`src/rtl/gpio_reg_host_pkg.sv`:
```
// Shared types and register offsets for the GPIO register-bus host.
package gpio_reg_host_pkg;

   typedef enum logic [1:0] {
      OpWrite   = 2'b00,
      OpRead    = 2'b01,
      OpMasked  = 2'b10,
      OpIllegal = 2'b11
   } gpio_reg_op_e;

   typedef enum logic [2:0] {
      StIdle,
      StWrLo,
      StWrHi,
      StRdWait,
      StRsp
   } gpio_host_state_e;

   localparam logic [7:0] GPIO_DIRECT_OUT_OFF = 8'h00;
   localparam logic [7:0] GPIO_MASKED_LO_OFF  = 8'h04;
   localparam logic [7:0] GPIO_MASKED_HI_OFF  = 8'h08;

   // Masked-register beat payload: mask half in the top 16 bits, data half below.
   function automatic logic [31:0] masked_beat(input logic [15:0] mask, input logic [15:0] data);
      return {mask, data};
   endfunction

endpackage

```
`src/rtl/gpio_reg_host_if.sv`:
```
// Command/response handshake port between a sequencer and the GPIO register host.
interface gpio_reg_host_if;
   import gpio_reg_host_pkg::*;

   logic         cmd_valid;
   logic         cmd_ready;
   gpio_reg_op_e cmd_op;
   logic [7:0]   cmd_addr;
   logic [31:0]  cmd_wdata;
   logic [31:0]  cmd_mask;
   logic         rsp_valid;
   logic         rsp_ready;
   logic [31:0]  rsp_rdata;
   logic         rsp_err;

   modport master (
      output cmd_valid, cmd_op, cmd_addr, cmd_wdata, cmd_mask, rsp_ready,
      input  cmd_ready, rsp_valid, rsp_rdata, rsp_err
   );

   modport slave (
      input  cmd_valid, cmd_op, cmd_addr, cmd_wdata, cmd_mask, rsp_ready,
      output cmd_ready, rsp_valid, rsp_rdata, rsp_err
   );

endinterface

```
`src/rtl/gpio_reg_host.sv`:
```
// Register-bus initiator for one GPIO instance: one command in flight, one response per command.
module gpio_reg_host
   import gpio_reg_host_pkg::*;
#(
   parameter int unsigned RdLatency = 0
) (
   input  logic              clk_i,
   input  logic              rst_ni,
   gpio_reg_host_if.slave    cmd,
   output logic              reg_we_o,
   output logic [31:0]       reg_addr_o,
   output logic [31:0]       reg_wdata_o,
   input  logic [31:0]       reg_rdata_i
);

   gpio_host_state_e state_q, state_d;
   logic        we_q, we_d;
   logic [7:0]  addr_q, addr_d;
   logic [31:0] wdata_q, wdata_d;
   logic [2:0]  cnt_q, cnt_d;
   logic        hi_pend_q, hi_pend_d;
   logic [31:0] hi_wdata_q, hi_wdata_d;
   logic [31:0] rsp_rdata_q, rsp_rdata_d;
   logic        rsp_err_q, rsp_err_d;

   logic accept;
   logic lo_en, hi_en;

   assign accept = cmd.cmd_valid && (state_q == StIdle);
   assign lo_en  = |cmd.cmd_mask[15:0];
   assign hi_en  = |cmd.cmd_mask[31:16];

   assign cmd.cmd_ready = (state_q == StIdle);
   assign cmd.rsp_valid = (state_q == StRsp);
   assign cmd.rsp_rdata = rsp_rdata_q;
   assign cmd.rsp_err   = rsp_err_q;
   assign reg_we_o      = we_q;
   assign reg_addr_o    = {24'h0, addr_q};
   assign reg_wdata_o   = wdata_q;

   // State and registered bus/response outputs; reset aborts any operation at once.
   always_ff @(posedge clk_i or negedge rst_ni) begin
      if (!rst_ni) begin
         state_q     <= StIdle;
         we_q        <= 1'b0;
         addr_q      <= 8'h00;
         wdata_q     <= 32'h0;
         cnt_q       <= 3'd0;
         hi_pend_q   <= 1'b0;
         hi_wdata_q  <= 32'h0;
         rsp_rdata_q <= 32'h0;
         rsp_err_q   <= 1'b0;
      end else begin
         state_q     <= state_d;
         we_q        <= we_d;
         addr_q      <= addr_d;
         wdata_q     <= wdata_d;
         cnt_q       <= cnt_d;
         hi_pend_q   <= hi_pend_d;
         hi_wdata_q  <= hi_wdata_d;
         rsp_rdata_q <= rsp_rdata_d;
         rsp_err_q   <= rsp_err_d;
      end
   end

   // Next-state decode.
   always_comb begin
      state_d = state_q;
      unique case (state_q)
         StIdle: begin
            if (accept) begin
               unique case (cmd.cmd_op)
                  OpWrite:  state_d = StWrLo;
                  OpRead:   state_d = StRdWait;
                  OpMasked: state_d = lo_en ? StWrLo : (hi_en ? StWrHi : StRsp);
                  default:  state_d = StRsp;
               endcase
            end
         end
         StWrLo:   state_d = hi_pend_q ? StWrHi : StRsp;
         StWrHi:   state_d = StRsp;
         StRdWait: if (cnt_q == 3'd0) state_d = StRsp;
         StRsp:    if (cmd.rsp_ready) state_d = StIdle;
         default:  state_d = StIdle;
      endcase
   end

   // Next values of bus beats, read counter, captured command and response.
   always_comb begin
      we_d        = 1'b0;
      addr_d      = addr_q;
      wdata_d     = wdata_q;
      cnt_d       = cnt_q;
      hi_pend_d   = hi_pend_q;
      hi_wdata_d  = hi_wdata_q;
      rsp_rdata_d = rsp_rdata_q;
      rsp_err_d   = rsp_err_q;
      unique case (state_q)
         StIdle: begin
            if (accept) begin
               // Upper masked beat is captured now so later cmd changes cannot leak in.
               hi_pend_d   = (cmd.cmd_op == OpMasked) && hi_en;
               hi_wdata_d  = masked_beat(cmd.cmd_mask[31:16], cmd.cmd_wdata[31:16]);
               rsp_rdata_d = 32'h0;
               rsp_err_d   = 1'b0;
               unique case (cmd.cmd_op)
                  OpWrite: begin
                     we_d    = 1'b1;
                     addr_d  = cmd.cmd_addr;
                     wdata_d = cmd.cmd_wdata;
                  end
                  OpRead: begin
                     addr_d = cmd.cmd_addr;
                     cnt_d  = 3'(RdLatency);
                  end
                  OpMasked: begin
                     if (lo_en) begin
                        we_d    = 1'b1;
                        addr_d  = GPIO_MASKED_LO_OFF;
                        wdata_d = masked_beat(cmd.cmd_mask[15:0], cmd.cmd_wdata[15:0]);
                     end else if (hi_en) begin
                        we_d    = 1'b1;
                        addr_d  = GPIO_MASKED_HI_OFF;
                        wdata_d = masked_beat(cmd.cmd_mask[31:16], cmd.cmd_wdata[31:16]);
                     end
                  end
                  default: rsp_err_d = 1'b1;
               endcase
            end
         end
         StWrLo: begin
            if (hi_pend_q) begin
               we_d    = 1'b1;
               addr_d  = GPIO_MASKED_HI_OFF;
               wdata_d = hi_wdata_q;
            end
         end
         StRdWait: begin
            if (cnt_q == 3'd0) rsp_rdata_d = reg_rdata_i;
            else               cnt_d = cnt_q - 3'd1;
         end
         default: ;
      endcase
   end

endmodule
```
`src/flat_wrapper.sv`:
```
// flat-port wrapper written by rule: the top's interface ports become plain ports
module gpio_reg_host_flat import gpio_reg_host_pkg::*;
#(
   parameter int unsigned RdLatency = 0
)
  (clk_i, rst_ni, reg_we_o, reg_addr_o, reg_wdata_o, reg_rdata_i, cmd_cmd_valid, cmd_cmd_op, cmd_cmd_addr, cmd_cmd_wdata, cmd_cmd_mask, cmd_rsp_ready, cmd_cmd_ready, cmd_rsp_valid, cmd_rsp_rdata, cmd_rsp_err);
  gpio_reg_host_if cmd_i ();
  input  logic clk_i;
  input  logic rst_ni;
  output logic reg_we_o;
  output logic [31:0] reg_addr_o;
  output logic [31:0] reg_wdata_o;
  input  logic [31:0] reg_rdata_i;
  input wire logic [$bits(cmd_i.cmd_valid)-1:0] cmd_cmd_valid;
  input wire logic [$bits(cmd_i.cmd_op)-1:0] cmd_cmd_op;
  input wire logic [$bits(cmd_i.cmd_addr)-1:0] cmd_cmd_addr;
  input wire logic [$bits(cmd_i.cmd_wdata)-1:0] cmd_cmd_wdata;
  input wire logic [$bits(cmd_i.cmd_mask)-1:0] cmd_cmd_mask;
  input wire logic [$bits(cmd_i.rsp_ready)-1:0] cmd_rsp_ready;
  output wire logic [$bits(cmd_i.cmd_ready)-1:0] cmd_cmd_ready;
  output wire logic [$bits(cmd_i.rsp_valid)-1:0] cmd_rsp_valid;
  output wire logic [$bits(cmd_i.rsp_rdata)-1:0] cmd_rsp_rdata;
  output wire logic [$bits(cmd_i.rsp_err)-1:0] cmd_rsp_err;
  assign cmd_i.cmd_valid = cmd_cmd_valid;
  assign cmd_i.cmd_op = cmd_cmd_op;
  assign cmd_i.cmd_addr = cmd_cmd_addr;
  assign cmd_i.cmd_wdata = cmd_cmd_wdata;
  assign cmd_i.cmd_mask = cmd_cmd_mask;
  assign cmd_i.rsp_ready = cmd_rsp_ready;
  assign cmd_cmd_ready = cmd_i.cmd_ready;
  assign cmd_rsp_valid = cmd_i.rsp_valid;
  assign cmd_rsp_rdata = cmd_i.rsp_rdata;
  assign cmd_rsp_err = cmd_i.rsp_err;
  gpio_reg_host #(.RdLatency(RdLatency)) u_core (.clk_i(clk_i), .rst_ni(rst_ni), .cmd(cmd_i), .reg_we_o(reg_we_o), .reg_addr_o(reg_addr_o), .reg_wdata_o(reg_wdata_o), .reg_rdata_i(reg_rdata_i));
endmodule
```
`config.mk`:
```
export PLATFORM = sky130hd
export DESIGN_NAME = gpio_reg_host_flat
export DESIGN_NICKNAME = d
export VERILOG_FILES = /design/src/rtl/gpio_reg_host_pkg.sv /design/src/rtl/gpio_reg_host_if.sv /design/src/rtl/gpio_reg_host.sv /design/src/flat_wrapper.sv
export SDC_FILE = /design/constraint.sdc
export NUM_CORES = 1
export LEC_CHECK = 0
export CELL_PAD_IN_SITES_DETAIL_PLACEMENT = 1
export CELL_PAD_IN_SITES_GLOBAL_PLACEMENT = 2
export CORE_MARGIN = 3
export CORE_UTILIZATION = 27
export CTS_CLUSTER_SIZE = 12
export DETAILED_ROUTE_END_ITERATION = 8
export PLACE_DENSITY = 0.82
export SLEW_MARGIN = 40
export SYNTH_ARGS = -nofsm -noshare
export SYNTH_HDL_FRONTEND = slang
export SYNTH_SLANG_ARGS = --single-unit
```
`constraint.sdc`:
```
create_clock -name clk_i -period 2.2 [get_ports clk_i]
set_clock_uncertainty 0.05 [all_clocks]
set_input_delay 0.44 -clock clk_i [delete_from_list [all_inputs] [get_ports clk_i]]
set_output_delay 0.44 -clock clk_i [all_outputs]
set_load 0.05 [all_outputs]
```
## Word-level counts from Yosys, hierarchy flattened

Index checks and enable logic that the tools add are counted.

- Equality and inequality tests: 15
- Muxes and demuxes: 34
- $mul: 0
- Magnitude comparators: 0
- Add/sub/neg operators: 1
- Reductions and logical operators: 17
- Div/mod/pow operators: 0
- Shift operators: 0
- Bitwise gates (word level): 0

Operators with widths:

| kind | count |
|---|---|
| 32-bit two-way mux | 6 |
| 32-bit one-hot mux with 2 select lines | 3 |
| 8-bit two-way mux | 4 |
| 8-bit one-hot mux with 2 select lines | 2 |
| 16-bit OR reduction | 2 |
| 3-bit two-way mux | 9 |
| 3-bit one-hot mux with 5 select lines | 1 |
| 5-bit AND reduction | 2 |
| 3-bit one-hot mux with 3 select lines | 1 |
| 2-bit by 1-bit != test with 1-bit output (second input constant) | 4 |
| 3-bit by 2-bit equality test with 1-bit output (second input constant) | 2 |
| 3-bit zero test | 2 |
| 3-bit one-hot mux with 2 select lines | 1 |
| 3-bit AND reduction | 2 |
| 1-bit two-way mux | 5 |
| 2-bit != test (second input constant) | 2 |
| 4-bit by 2-bit != test with 1-bit output (second input constant) | 1 |
| 1-bit one-hot mux with 2 select lines | 2 |
| 4-bit AND reduction | 1 |
| 2-bit nonzero test | 2 |
| 3-bit by 1-bit equality test with 1-bit output (second input constant) | 1 |
| 3-bit equality test (second input constant) | 1 |
| 3-bit by 1-bit != test with 1-bit output (second input constant) | 1 |
| 3-bit by 2-bit != test with 1-bit output (second input constant) | 1 |
| other kinds (8) | 9 |

- Flip-flop bits (word level): 113
- Input port bits: 110
- Logic and storage cells: 76
- ROM bits: 0
- Memories kept: 0
- Bits in latches: 0
- Output and inout port bits: 100
- Memory bits (writable): 0

## Longest topological paths before layout

- Depth in word-level cells: 6
- Depth in mapped cells: 7
- Gate-level depth less buffers: 6

## Worst setup path before layout

No wires, ideal clock.

- Path type: flip-flop to flip-flop
- From: register u_core.state_q[1]
- To: register u_core.wdata_q[10], in the netlist u_core.reg_wdata_o[10]
- Arrival time: 2.164 ns
- Period minus slack after synthesis: 2.339 ns
- Slack: -0.139 ns
- Path buffers: 2
- Library setup time: 0.125 ns
- Required time: 2.025 ns
- Stages on the path, launching flop included: 7
- Path through: dfrtp_1 > nor3_4 > nand2_2 > o32a_1 > buf_4 > buf_8 > mux2_4

- Word-level cells in the longest chain between the ends: 4
- Elaborated cells between the ends (all ways): 10
- Classes of those cells: eq/ne: 5; mux: 1; reduce/logical: 4

RTL lines:

| what | line | text |
|---|---|---|
| from (decl) | gpio_reg_host.sv:16 | `gpio_host_state_e state_q, state_d;` |
| from (signal assigned) | gpio_reg_host.sv:44 | `state_q <= StIdle;` |
| from (signal assigned) | gpio_reg_host.sv:54 | `state_q <= state_d;` |
| 3-bit zero test (*) | n/a |  |
| net cmd_cmd_ready | flat_wrapper.sv:20 | `output wire logic [$bits(cmd_i.cmd_ready)-1:0] cmd_cmd_ready;` |
| 1-bit logical AND | gpio_reg_host.sv:29 | `assign accept = cmd.cmd_valid && (state_q == StIdle);` |
| 2-bit by 1-bit != test with 1-bit output (no source line) | n/a |  |
| 5-bit AND reduction (no source line) | n/a |  |
| to (signal assigned) | gpio_reg_host.sv:57 | `wdata_q <= wdata_d;` |
| to (decl) | gpio_reg_host.sv:19 | `logic [31:0] wdata_q, wdata_d;` |

The timed path passes the listed nets; every way through them passes the cells marked *.
A chain may end at the register's enable or synchronous reset.

## Worst setup path after layout

- From: input cmd_cmd_mask[11]
- To: register u_core.wdata_q[11], in the netlist u_core.reg_wdata_o[11]

- Word-level cells in the longest chain between the ends: 5
- Elaborated cells between the ends (all ways): 7
- Classes of those cells: eq/ne: 1; mux: 4; reduce/logical: 2

RTL lines:

| what | line | text |
|---|---|---|
| from (decl) | flat_wrapper.sv:18 | `input wire logic [$bits(cmd_i.cmd_mask)-1:0] cmd_cmd_mask;` |
| 16-bit OR reduction (*) | gpio_reg_host.sv:30 | `assign lo_en = \|cmd.cmd_mask[15:0];` |
| 32-bit two-way mux | gpio_reg_host.sv:117 | `if (lo_en) begin` |
| 32-bit one-hot mux with 2 select lines | gpio_reg_host.sv:106 | `unique case (cmd.cmd_op)` |
| 32-bit two-way mux | gpio_reg_host.sv:100 | `if (accept) begin` |
| 32-bit one-hot mux with 2 select lines | gpio_reg_host.sv:98 | `unique case (state_q)` |

Mark *: on every way between the ends. The rest lies on a longest branch, timed or not. The select of a mux whose other input is x is not followed.

==> results.yml <==
floorplan:
  initial_core_util_pct: 27.70
  ioPinCount: 210
  die_area_um2: 22660
  die_w_um: 150.5
  rows: 52
  core_um2: 20360
  die_h_um: 150.5
synthesis:
  synthCells: 548
  synthFlopType: "dfrtp_1"
  ys_ff_latch: 113
  async_flop_share_pct: 100.0
  synth_area_per_cell_um2: 10.29
  synth_top_cell_area_share_pct: 50.13
  synth-edff-count: 0
  yosysUniqueCellTypes: 43
  synth.area.top_cells: "dfrtp_1, mux2_2, mux2_4"
  yosysSeqAreaShare_pct: 50.13
  netlist.top_cell.by_area: "dfrtp_1"
  yosysWarnings: 0
  netlist_area_um2: 5640
power_and_ir_drop:
  clkPwrFrac_pct: 25.8
  power.switching_mw: 4.663
  p_leak_nw: 4.114
  switching_share_pct: 39.19
  cellPowerDensity_nw_per_um2: 1311
  p_int_mw: 7.234
  combPwrFrac_pct: 45.8
  power_mw: 11.90
  peakVddDrop_v: 0.0005921
  pwr-share-seq_pct: 28.4
sta:
  max_slew_margin_pct: 62.20
  finalSetupViolCount: 0
  fin_ws_ns: 0.01527
  fin_crit_sh_pct: 99.31
  fmax_mhz: 457.7
  hold_viol_final: 0
  hold_slack_ns: 0.3471
  worst_pin_slew_ns: 0.5652
  fin_crit_ns: 2.185
  final_max_slew_viol_count: 0
global_route:
  grt_pass1_vias: 5720
  grt_pass1_wl_um: 32110
  grt_usage_pct: 18.51
  grt-ovfl-total: 0
  antenna_found_initial: 5
  grt_max_degree: 71
placed_design:
  portBuffers: 185
  place_inst: 1031
  dp_slack_ns: -0.6555
  hpwl_um: 14570
  gp_congestion: 0.8073
finish:
  layout-drive-gt1-share_pct: 25.16
  syn_to_final_growth_pct: 60.91
  final_cells: 1073
  nets: 902
  n_antenna_cell: 0
  fin_util_pct: 44.57
drt:
  dr.pass1.iters: 4
  via_per_inst: 4.822
  wl_per_cell_um: 19.90
  via_count: 5174
  drc: 0
  routed_wl_um: 21360
  postRouteAntennaNets: 0
  initialDrtViolationCount: 149
clock_network:
  root_buffer: "clkbuf_16"
  cts_tree: "built"
  htree_levels: 4
  clockBufferDepth: 2
  cts_buffers: 17
  clk_pin_slew_worst_paths_ns: 0.06
  clkLatencyLatePin_ns: 0.41
  cts_sinks: 113
worst_setup_path:
  critPathCaptureType: "flip-flop"
  path_max_fanout: 5
  critPathTopFamily: "simple AND/OR/NAND/NOR gates"
  cp.arrival_ns: 2.44
  cp.required_ns: 2.45
  cp.buffers_inverters: 4
  crit_chain: "clkdlybuf4s15_1 > nor4_4 > buf_4 > nand4_1 > nor3_4 > o32a_4 > buf_6 > clkbuf_16 > mux2_4"
  critPathSlowestCell: "nor4_4"
  cpPeakStageDelay_ns: 0.37
  criticalPathCategory: "input port to flip-flop"
  startpoint_type: "input port"
hold_path:
  hp-class: "input port to flip-flop"
run:
  cap_violations: 0
run_status:
  status: "completed"
## final timing paths
kind                            slack (ns)  cells past startpoint                      startpoint                              endpoint
worst max-delay path                  0.02                      9                cmd_cmd_mask[11]    u_core.reg_wdata_o[11]$_DFFE_PN0P_
worst min-delay path                  0.35                      2                cmd_cmd_mask[21]     u_core.hi_wdata_q[21]$_DFFE_PN0P_
worst max register to register        0.16                      6   u_core.state_q[2]$_DFFE_PN0P_    u_core.reg_wdata_o[11]$_DFFE_PN0P_
worst min register to register        0.44                      2  u_core.cmd.rsp_err$_DFFE_PN0P_        u_core.cmd.rsp_err$_DFFE_PN0P_
max in group asynchronous             0.97                      3                          rst_ni  u_core.cmd.rsp_rdata[15]$_DFFE_PN0P_
min in group asynchronous             0.47                      2                          rst_ni     u_core.hi_wdata_q[24]$_DFFE_PN0P_
## kinds of logic after synthesis
| group | after synthesis | synth area share, % |
|---|---|---|
| AND/OR/NAND/NOR | 207 | 16.90 |
| adder cells (fa/ha/maj) | 2 | 0.4436 |
| other | 1 | 0.06648 |
| flip-flops | 113 | 50.13 |
| buffers and inverters | 70 | 7.010 |
| multiplexers | 73 | 16.48 |
| AO/OA/AOI/OAI | 82 | 8.962 |
## layout by cell type, fill, tap and decap left out, drive strengths merged, types with 20 or more instances in the layout
| cell type | Yosys | routed |
|---|---|---|
| buf | 34 | 77 |
| clkbuf | 27 | 24 |
| clkdlybuf4s50 | 0 | 150 |
| conb | 1 | 24 |
| dfrtp | 113 | 113 |
| dlygate4sd2 | 0 | 20 |
| mux2 | 72 | 72 |
| nand2 | 75 | 75 |
| nand3 | 32 | 32 |
| nor2 | 39 | 39 |
| nor3 | 35 | 35 |
| o21ai | 24 | 24 |
## final cells by class
class,instances,area (um^2)
Fill cell,2262,11290
Sequential cell,113,2829
Multi-Input combinational cell,388,2636
Timing Repair Buffer,261,2589
Clock buffer,19,442.9
Tap cell,270,337.8
Clock inverter,13,207.7
Inverter,9,33.78
## synth_stat cells (all sizes together), types with 2 or more instances
master  count
nor3b       2
clkbuf     27
inv         9
nor3       35
buf        34
a31oi      17
nor2b       2
nand4       2
nor2       39
and3        6
a21oi      17
nand3      32
o21ai      24
ha          2
a211oi     16
nor4        8
nand2      75
dfrtp     113
mux2       72
## state kept, by name (all words and copies together), names as in the netlist
register / count
u_core.reg_we_o: 1
u_core.reg_wdata_o: 32
u_core.cmd.rsp_err: 1
u_core.hi_wdata_q: 32
u_core.hi_pend_q: 1
u_core.addr_q: 8
u_core.cmd.rsp_rdata: 32
u_core.state_q: 3
u_core.cnt_q: 3
## routing by layer
metal | global-route usage [%] | wire [um]
met1 | 20.00 | 7968
met2 | 32.65 | 10760
met3 | 7.495 | 2163
met4 | 6.496 | 404
met5 | 0 | 55
## power by group through the flow
stage	Sequential, mW	Combinational, mW	Clock [mW]
finish	3.37	5.45	3.07
global route	3.47	5.72	3.24
CTS	3.36	5.41	3.13
detailed placement	3.39	5.25	0
global placement	3.33	5.14	0
floorplan	4.85	1.88	0
## timing repair
item	4_1_cts	5_1_grt
resized for setup	47	27
hold buffers	1	0
endpoints found under the hold margin	27	0
setup buffers	6	1
pin swaps	12	11
cloned	2	1
setup endpoints to repair	40	41
## through the flow
step,area (um^2),setup TNS [ns]
6_report,9076,0
5_1_grt,9076,-0.5096
4_1_cts,9016,0
3_5_place_dp,8179,-25.55
3_3_place_gp,8179,-28.25
2_1_floorplan,5732,-3.822
Power figures use the tool's default switching activity.
